==> config.mk <==
export PLATFORM = sky130hd
export DESIGN_NAME = apb_two_master_arbiter
export DESIGN_NICKNAME = d
export VERILOG_FILES = /design/src/rtl/apb_arb_pkg.sv /design/src/rtl/apb_rr_pick.sv /design/src/rtl/apb_two_master_arbiter.sv
export SDC_FILE = /design/constraint.sdc
export NUM_CORES = 1
export LEC_CHECK = 0
export ABC_AREA = 0
export CAP_MARGIN = 10
export CORE_UTILIZATION = 36
export CTS_CLUSTER_DIAMETER = 50
export DETAILED_ROUTE_END_ITERATION = 12
export PLACE_DENSITY_LB_ADDON = 0.12
export SYNTH_ARGS = -nofsm -noshare
export SYNTH_HDL_FRONTEND = slang
export SYNTH_SLANG_ARGS = --single-unit
==> constraint.sdc <==
create_clock -name PCLK -period 6.3 [get_ports PCLK]
set_input_delay 1.575 -clock PCLK [delete_from_list [all_inputs] [get_ports PCLK]]
set_output_delay 1.575 -clock PCLK [all_outputs]
set_load 0.03 [all_outputs]
==> src/rtl/apb_arb_pkg.sv <==
// rtl/apb_arb_pkg.sv - shared types and constants for the two-requester APB arbiter
// Contents: FSM state encoding, requester count, one-hot grant constants.
package apb_arb_pkg;

  typedef enum logic [1:0] {
    ST_IDLE   = 2'd0,
    ST_SETUP  = 2'd1,
    ST_ACCESS = 2'd2,
    ST_DONE   = 2'd3
  } arb_state_e;

  localparam int NUM_REQ = 2;

  localparam logic [NUM_REQ-1:0] GNT_NONE = 2'b00;
  localparam logic [NUM_REQ-1:0] GNT_M0   = 2'b01;
  localparam logic [NUM_REQ-1:0] GNT_M1   = 2'b10;

endpackage

==> src/rtl/apb_rr_pick.sv <==
// rtl/apb_rr_pick.sv - combinational 2-way round-robin picker
// Ports:
//   req_i  : pending requests, bit0 = M0, bit1 = M1
//   last_i : requester granted most recently (0 = M0, 1 = M1)
//   gnt_o  : one-hot winner, 00 when nothing is pending
module apb_rr_pick
  import apb_arb_pkg::*;
(
  input  logic [NUM_REQ-1:0] req_i,
  input  logic               last_i,
  output logic [NUM_REQ-1:0] gnt_o
);

  always_comb begin
    gnt_o = GNT_NONE;
    case (req_i)
      2'b01:   gnt_o = GNT_M0;
      2'b10:   gnt_o = GNT_M1;
      // Collision: the requester that did not win last time goes first.
      2'b11:   gnt_o = last_i ? GNT_M0 : GNT_M1;
      default: gnt_o = GNT_NONE;
    endcase
  end

endmodule

==> src/rtl/apb_two_master_arbiter.sv <==
// rtl/apb_two_master_arbiter.sv - shares one downstream APB3 port between two APB3 requesters
// Ports:
//   PCLK, PRESETN                     : clock, asynchronous active-low reset
//   PSEL/PENABLE/PADDR/PWRITE/PWDATA_Mx : requester inputs (PENABLE_Mx is not used)
//   PRDATA/PREADY/PSLVERR_Mx          : registered response, PREADY_Mx is a one-cycle pulse
//   PSEL/PENABLE/PADDR/PWRITE/PWDATA_D : downstream request
//   PRDATA/PREADY/PSLVERR_D           : downstream response
//   GNT                               : one-hot current owner
//   TO_PULSE                          : one-cycle pulse when the watchdog aborts a transfer
module apb_two_master_arbiter
  import apb_arb_pkg::*;
#(
  parameter int AW      = 32,
  parameter int DW      = 32,
  parameter int TIMEOUT = 256
) (
  input  logic          PCLK,
  input  logic          PRESETN,
  input  logic          PSEL_M0,
  input  logic          PENABLE_M0,
  input  logic [AW-1:0] PADDR_M0,
  input  logic          PWRITE_M0,
  input  logic [DW-1:0] PWDATA_M0,
  output logic [DW-1:0] PRDATA_M0,
  output logic          PREADY_M0,
  output logic          PSLVERR_M0,
  input  logic          PSEL_M1,
  input  logic          PENABLE_M1,
  input  logic [AW-1:0] PADDR_M1,
  input  logic          PWRITE_M1,
  input  logic [DW-1:0] PWDATA_M1,
  output logic [DW-1:0] PRDATA_M1,
  output logic          PREADY_M1,
  output logic          PSLVERR_M1,
  output logic          PSEL_D,
  output logic          PENABLE_D,
  output logic [AW-1:0] PADDR_D,
  output logic          PWRITE_D,
  output logic [DW-1:0] PWDATA_D,
  input  logic [DW-1:0] PRDATA_D,
  input  logic          PREADY_D,
  input  logic          PSLVERR_D,
  output logic [1:0]    GNT,
  output logic          TO_PULSE
);

  // Counter must hold 0..TIMEOUT; keep at least one bit when the watchdog is off.
  localparam int            CW      = (TIMEOUT > 0) ? $clog2(TIMEOUT + 1) : 1;
  localparam bit            TO_EN   = (TIMEOUT > 0);
  localparam logic [CW-1:0] TO_LAST = (TIMEOUT > 0) ? CW'(TIMEOUT - 1) : '0;

  arb_state_e         state_q, state_d;
  logic [NUM_REQ-1:0] gnt_q, gnt_d;
  logic               last_q, last_d;
  logic [AW-1:0]      addr_q, addr_d;
  logic               wr_q, wr_d;
  logic [DW-1:0]      wdata_q, wdata_d;
  logic [CW-1:0]      cnt_q, cnt_d;
  logic [DW-1:0]      rdata_q, rdata_d;
  logic               err_q, err_d;
  logic               to_q, to_d;

  logic [NUM_REQ-1:0] pick_gnt;
  logic               timeout_hit;
  logic               unused_penable;

  // Requester enables carry no arbitration information.
  assign unused_penable = PENABLE_M0 ^ PENABLE_M1;

  apb_rr_pick u_pick (
    .req_i  ({PSEL_M1, PSEL_M0}),
    .last_i (last_q),
    .gnt_o  (pick_gnt)
  );

  assign timeout_hit = TO_EN && (cnt_q == TO_LAST);

  always_comb begin
    state_d = state_q;
    gnt_d   = gnt_q;
    last_d  = last_q;
    addr_d  = addr_q;
    wr_d    = wr_q;
    wdata_d = wdata_q;
    cnt_d   = cnt_q;
    rdata_d = rdata_q;
    err_d   = err_q;
    to_d    = to_q;

    case (state_q)
      ST_IDLE: begin
        if (pick_gnt != GNT_NONE) begin
          gnt_d   = pick_gnt;
          last_d  = pick_gnt[1];
          addr_d  = pick_gnt[1] ? PADDR_M1  : PADDR_M0;
          wr_d    = pick_gnt[1] ? PWRITE_M1 : PWRITE_M0;
          wdata_d = pick_gnt[1] ? PWDATA_M1 : PWDATA_M0;
          state_d = ST_SETUP;
        end
      end

      ST_SETUP: begin
        cnt_d   = '0;
        state_d = ST_ACCESS;
      end

      ST_ACCESS: begin
        cnt_d = cnt_q + CW'(1);
        // A slave completing on the last permitted cycle beats the watchdog.
        if (PREADY_D) begin
          rdata_d = wr_q ? '0 : PRDATA_D;
          err_d   = PSLVERR_D;
          to_d    = 1'b0;
          state_d = ST_DONE;
        end else if (timeout_hit) begin
          rdata_d = '0;
          err_d   = 1'b1;
          to_d    = 1'b1;
          state_d = ST_DONE;
        end
        if (PREADY_D || timeout_hit) begin
          addr_d  = '0;
          wr_d    = 1'b0;
          wdata_d = '0;
        end
      end

      ST_DONE: begin
        gnt_d   = GNT_NONE;
        rdata_d = '0;
        err_d   = 1'b0;
        to_d    = 1'b0;
        state_d = ST_IDLE;
      end

      default: state_d = ST_IDLE;
    endcase
  end

  always_ff @(posedge PCLK or negedge PRESETN) begin
    if (!PRESETN) begin
      state_q <= ST_IDLE;
      gnt_q   <= GNT_NONE;
      last_q  <= 1'b1;
      addr_q  <= '0;
      wr_q    <= 1'b0;
      wdata_q <= '0;
      cnt_q   <= '0;
      rdata_q <= '0;
      err_q   <= 1'b0;
      to_q    <= 1'b0;
    end else begin
      state_q <= state_d;
      gnt_q   <= gnt_d;
      last_q  <= last_d;
      addr_q  <= addr_d;
      wr_q    <= wr_d;
      wdata_q <= wdata_d;
      cnt_q   <= cnt_d;
      rdata_q <= rdata_d;
      err_q   <= err_d;
      to_q    <= to_d;
    end
  end

  assign PSEL_D     = (state_q == ST_SETUP) || (state_q == ST_ACCESS);
  assign PENABLE_D  = (state_q == ST_ACCESS);
  assign PADDR_D    = addr_q;
  assign PWRITE_D   = wr_q;
  assign PWDATA_D   = wdata_q;
  assign GNT        = gnt_q;
  assign TO_PULSE   = to_q;

  assign PREADY_M0  = (state_q == ST_DONE) && gnt_q[0];
  assign PREADY_M1  = (state_q == ST_DONE) && gnt_q[1];
  assign PRDATA_M0  = {DW{PREADY_M0}} & rdata_q;
  assign PRDATA_M1  = {DW{PREADY_M1}} & rdata_q;
  assign PSLVERR_M0 = PREADY_M0 && err_q;
  assign PSLVERR_M1 = PREADY_M1 && err_q;

endmodule
# Yosys cells after proc, flatten, opt, wreduce, memory -nomap -nowiden
# Cells that the tools add are included.
# classes
eq_ne	10
n_reduce_logical	17
mux	29
bitwise_logic	2
addsub	1
# ops
op	count
$mux 32	8
$pmux 32 s2	3
$and 32x32->32	2
$pmux 9 s2	1
$mux 2	5
$reduce_bool 2->1	5
$add 9x1->9 const B	1
$eq 9x8->1 const B	1
$eq 2x2->1 const B	4
$pmux 2 s4	1
$reduce_and 2->1	4
$mux 1	6
$pmux 1 s2	3
$pmux 2 s3	1
$eq 2x1->1 const B	2
$logic_and 1x1->1	4
$pmux 2 s2	1
$ne 3x1->1 const B	1
$reduce_and 3->1	1
$logic_not 2->1	1
$logic_or 1x1->1	2
$ne 2x1->1 const B	1
$ne 2x2->1 const B	1
# totals
wordCells	69
regBits	113

# Longest topological paths before layout
# logic_depth
word_depth	5
depth_mapped	11

# Hierarchy
# A second synthesis with hierarchy kept.
# hier_totals
hier_cells	543
area_unflattened_um2	5870.6
# modules_own_cells
mod	cells_each	instances	area_per_inst_um2
apb_two_master_arbiter	540	1	5851.9
apb_rr_pick	3	1	18.8

# Least setup slack after synthesis
# No wires, ideal clock.
# synth_timing
path_type	register -> output
from	reg state_q[1]
to	out PRDATA_M0[0]
required_ns	4.725
path_stages_with_launch	5
slack_ns	3.486
arrival_time_ns	1.239
path_cell_list	dfrtp_1 -> ha_1 -> buf_2 -> clkbuf_1 -> and3_1
# synth_via
elab_chain_len	3
# synth_lines
item	line	source
start: declaration	apb_two_master_arbiter.sv:52	arb_state_e state_q, state_d;
start signal: assignment	apb_two_master_arbiter.sv:153	state_q <= state_d;
$eq 2x2->1	apb_two_master_arbiter.sv:174	assign PREADY_M0 = (state_q == ST_DONE) && gnt_q[0];
$logic_and 1x1->1	apb_two_master_arbiter.sv:174	
$and 32x32->32	apb_two_master_arbiter.sv:176	assign PRDATA_M0 = {DW{PREADY_M0}} & rdata_q;
end: declaration	apb_two_master_arbiter.sv:24	output logic [DW-1:0] PRDATA_M0,
# No other way between the ends.

# Worst setup path after layout
# layout_timing
from	reg state_q[1]
to	out PSLVERR_M0
# layout_via
elab_chain_len	3
# layout_lines
item	line	source
$eq 2x2->1	apb_two_master_arbiter.sv:174	
$logic_and 1x1->1	apb_two_master_arbiter.sv:174	
$logic_and 1x1->1	apb_two_master_arbiter.sv:178	assign PSLVERR_M0 = PREADY_M0 && err_q;
end: declaration	apb_two_master_arbiter.sv:26	output logic PSLVERR_M0,
# No other way between the ends.

==> metrics.txt <==
Synth Register Bits 113; vias in the first global route 5283; critical setup path kind register to primary output; # DRC 0; first-pass GRT wire length 29090 microns; CP endpoint kind primary output; multi-input logic area 0.002839 sq mm; Via density 4.918; Initial Util 37.41%; cts hold-fix bufs 0; Peak VDD IR 0.0002531 V; status complete, no violations; Post-Syn Nets 712; Cell Rows 46; register area 0.002829 sq mm; PD cells 408.9 mW/mm^2; Max Cap Viol 0; final hold vios 0; Num CTS Buffers 17; Startpoint Class register; global-route usage over all layers 21.49%; leakage power 4.138 nW; clk_lat worst skew 0.41 ns; Die Y 131.4 microns; Hold WC Path Type register to register; Slew headroom 22.67%; clock sink count 113; fin. max-slew vios 0; leading area contributor after synthesis dfrtp_1; largest net degree at the start of global routing 75; CTS tree yes; Detailed Routing Iterations Pass 1 4; Layout Utilization 59.65%; CTS clk-pin slew, worst paths 0.05 ns; most frequent cells in the layout 304 x clkdlybuf4s50_1, 112 x dfrtp_1, 74 x nand2_1; post-route setup TNS 0 ns; DR WL/cell 17.40 microns; vias 5134; CTS max path bufs 2; Port Buffers 305; WP data required 4.72 ns; Fin Clk Skew 0.01141 ns; top cell type's share of synthesized area 46.48%; Final Critical Period 4.255 ns; Post-Syn Instances 536; layout cell share with drive strength beyond 1 11.23%; Post-CTS Setup Bufs 0; Routed Antenna Nets 0; Area growth syn-to-layout 59.43%; mean post-synth cell area 11.25 sq um; Fill cells 1335; most common cell after layout, fill and taps aside clkdlybuf4s50_1; die area 0.01727 sq mm; Mapped Area 0.006030 sq mm; RSZ-0062 raised after global routing false; number of synthesized flops with an enable pin 0; Final setup viols 0; gpl congestion 0.7804; crit-path max FO 74; post-cts sizing count 0; core area 0.01612 sq mm; distinct cell type count after synthesis 40; Max Clock Freq 235.0 MHz; top_reg_cell synth dfrtp_1; number of H-tree levels 4; YS warnings 0; initial antenna violation count 0; Post-synth ARST share 100.0%; placed cell areas 0.009075 sq mm; synth top area cells dfrtp_1 46%, o2bb2ai_2 12%, mux2i_1 11%, and3_1 7.0%, nand2_1 4.6%; Layout Nets 993; First DRT Iteration DRCs 246; I/O pins 308; gr ovfl total 0; Die W 131.4 microns; dpl hpwl 13010 microns; Arr. time, crit path 2.68 ns; crit share post-route 67.54%; # diodes 0; root buffer cell clkbuf_16; Least-Margin Pin Slew 1.156 ns; post-synthesis sequential area ratio 46.92%; Final Cell Area 0.009613 sq mm; total wire length 18170 microns
==> cells by family (layout without fill, tap and decap cells) <==
group                      count (synthesis)  count (layout)  synth area share, %
AOI/OAI and AO/OA                        125             125                20.17
xor gates and xnor gates                   1               1               0.1453
adders and majority gates                  6               6                1.245
buffers and inverters                     60             352                6.412
DFF                                      113             113                46.92
muxes                                     66              66                10.96
and+or+nand+nor                          165             165                14.15
==> Yosys cell counts, types with 6 or more instances <==
cell	n
and3_1	67
buf_2	13
buf_6	8
clkbuf_1	22
dfrtp_1	112
ha_1	6
inv_1	11
mux2i_1	66
nand2_1	74
o21ai_0	39
o2bb2ai_1	15
o2bb2ai_2	50
==> routing by layer <==
metal | track usage, % | vias to the layer above | share of wire, %
met5 | 0 | - | 0
met4 | 6.718 | 0 | 2.0
met3 | 7.022 | 26 | 6.0
met2 | 37.36 | 176 | 51
met1 | 24.88 | 2439 | 41
li1 | - | 2493 | -
==> final cells by class <==
cell class              count  area share [%]
clock inverters             7          0.6248
flip-flops and latches    113           29.43
inverters                  11          0.4295
repair buffers            311           32.20
clock buffers              23           4.972
multi-input cells         363           29.53
well taps                 216           2.811
==> final timing paths <==
kind	startpoint	endpoint	slack [ns]	depth (start not counted)
max	state_q[1]	PSLVERR_M0	2.04	3
min	PWDATA_D[5]	PWDATA_D[5]	0.48	1
max reg2reg	cnt_q[0]	PWDATA_D[16]	3.47	10
min reg2reg	PWDATA_D[5]	PWDATA_D[5]	0.48	1
max in group asynchronous	PRESETN	PWDATA_D[8]	3.81	2
min in group asynchronous	PRESETN	PADDR_D[0]	1.21	1
==> stage by stage <==
stage          total power, W  cells  hold slack (ns)  setup WS [ns]
3_5_place_dp         0.003088   1014           0.4727          2.108
3_3_place_gp         0.003034   1014           0.4711          2.178
4_1_cts              0.003981   1044           0.4879          2.050
5_1_grt              0.004168   1044           0.4971          1.888
6_report             0.003931   1044           0.4845          2.045
2_1_floorplan        0.002473    536           0.4569          3.486
==> registers in the layout, summed over array words and instances (netlist names), 2 cells and up <==
name      flops
PWDATA_D     32
cnt_q         9
state_q       2
PADDR_D      32
GNT           2
rdata_q      32
==> critical path, stage by stage, from the launching register on <==
cell             delay [ns]
dfrtp_1                0.37
ha_2                   0.87
and3_1                 0.28
clkdlybuf4s50_1        0.71
==> power breakdown <==
| group | internal, W | switching [W] | total [W] |
|---|---|---|---|
| combinational | 0.000768 | 0.00112 | 0.00189 |
| sequential | 0.000961 | 0.000202 | 0.00116 |
| clock | 0.000563 | 0.000311 | 0.000875 |
| total | 0.00229 | 0.00164 | 0.00393 |
(Power assumes the default switching activity.)
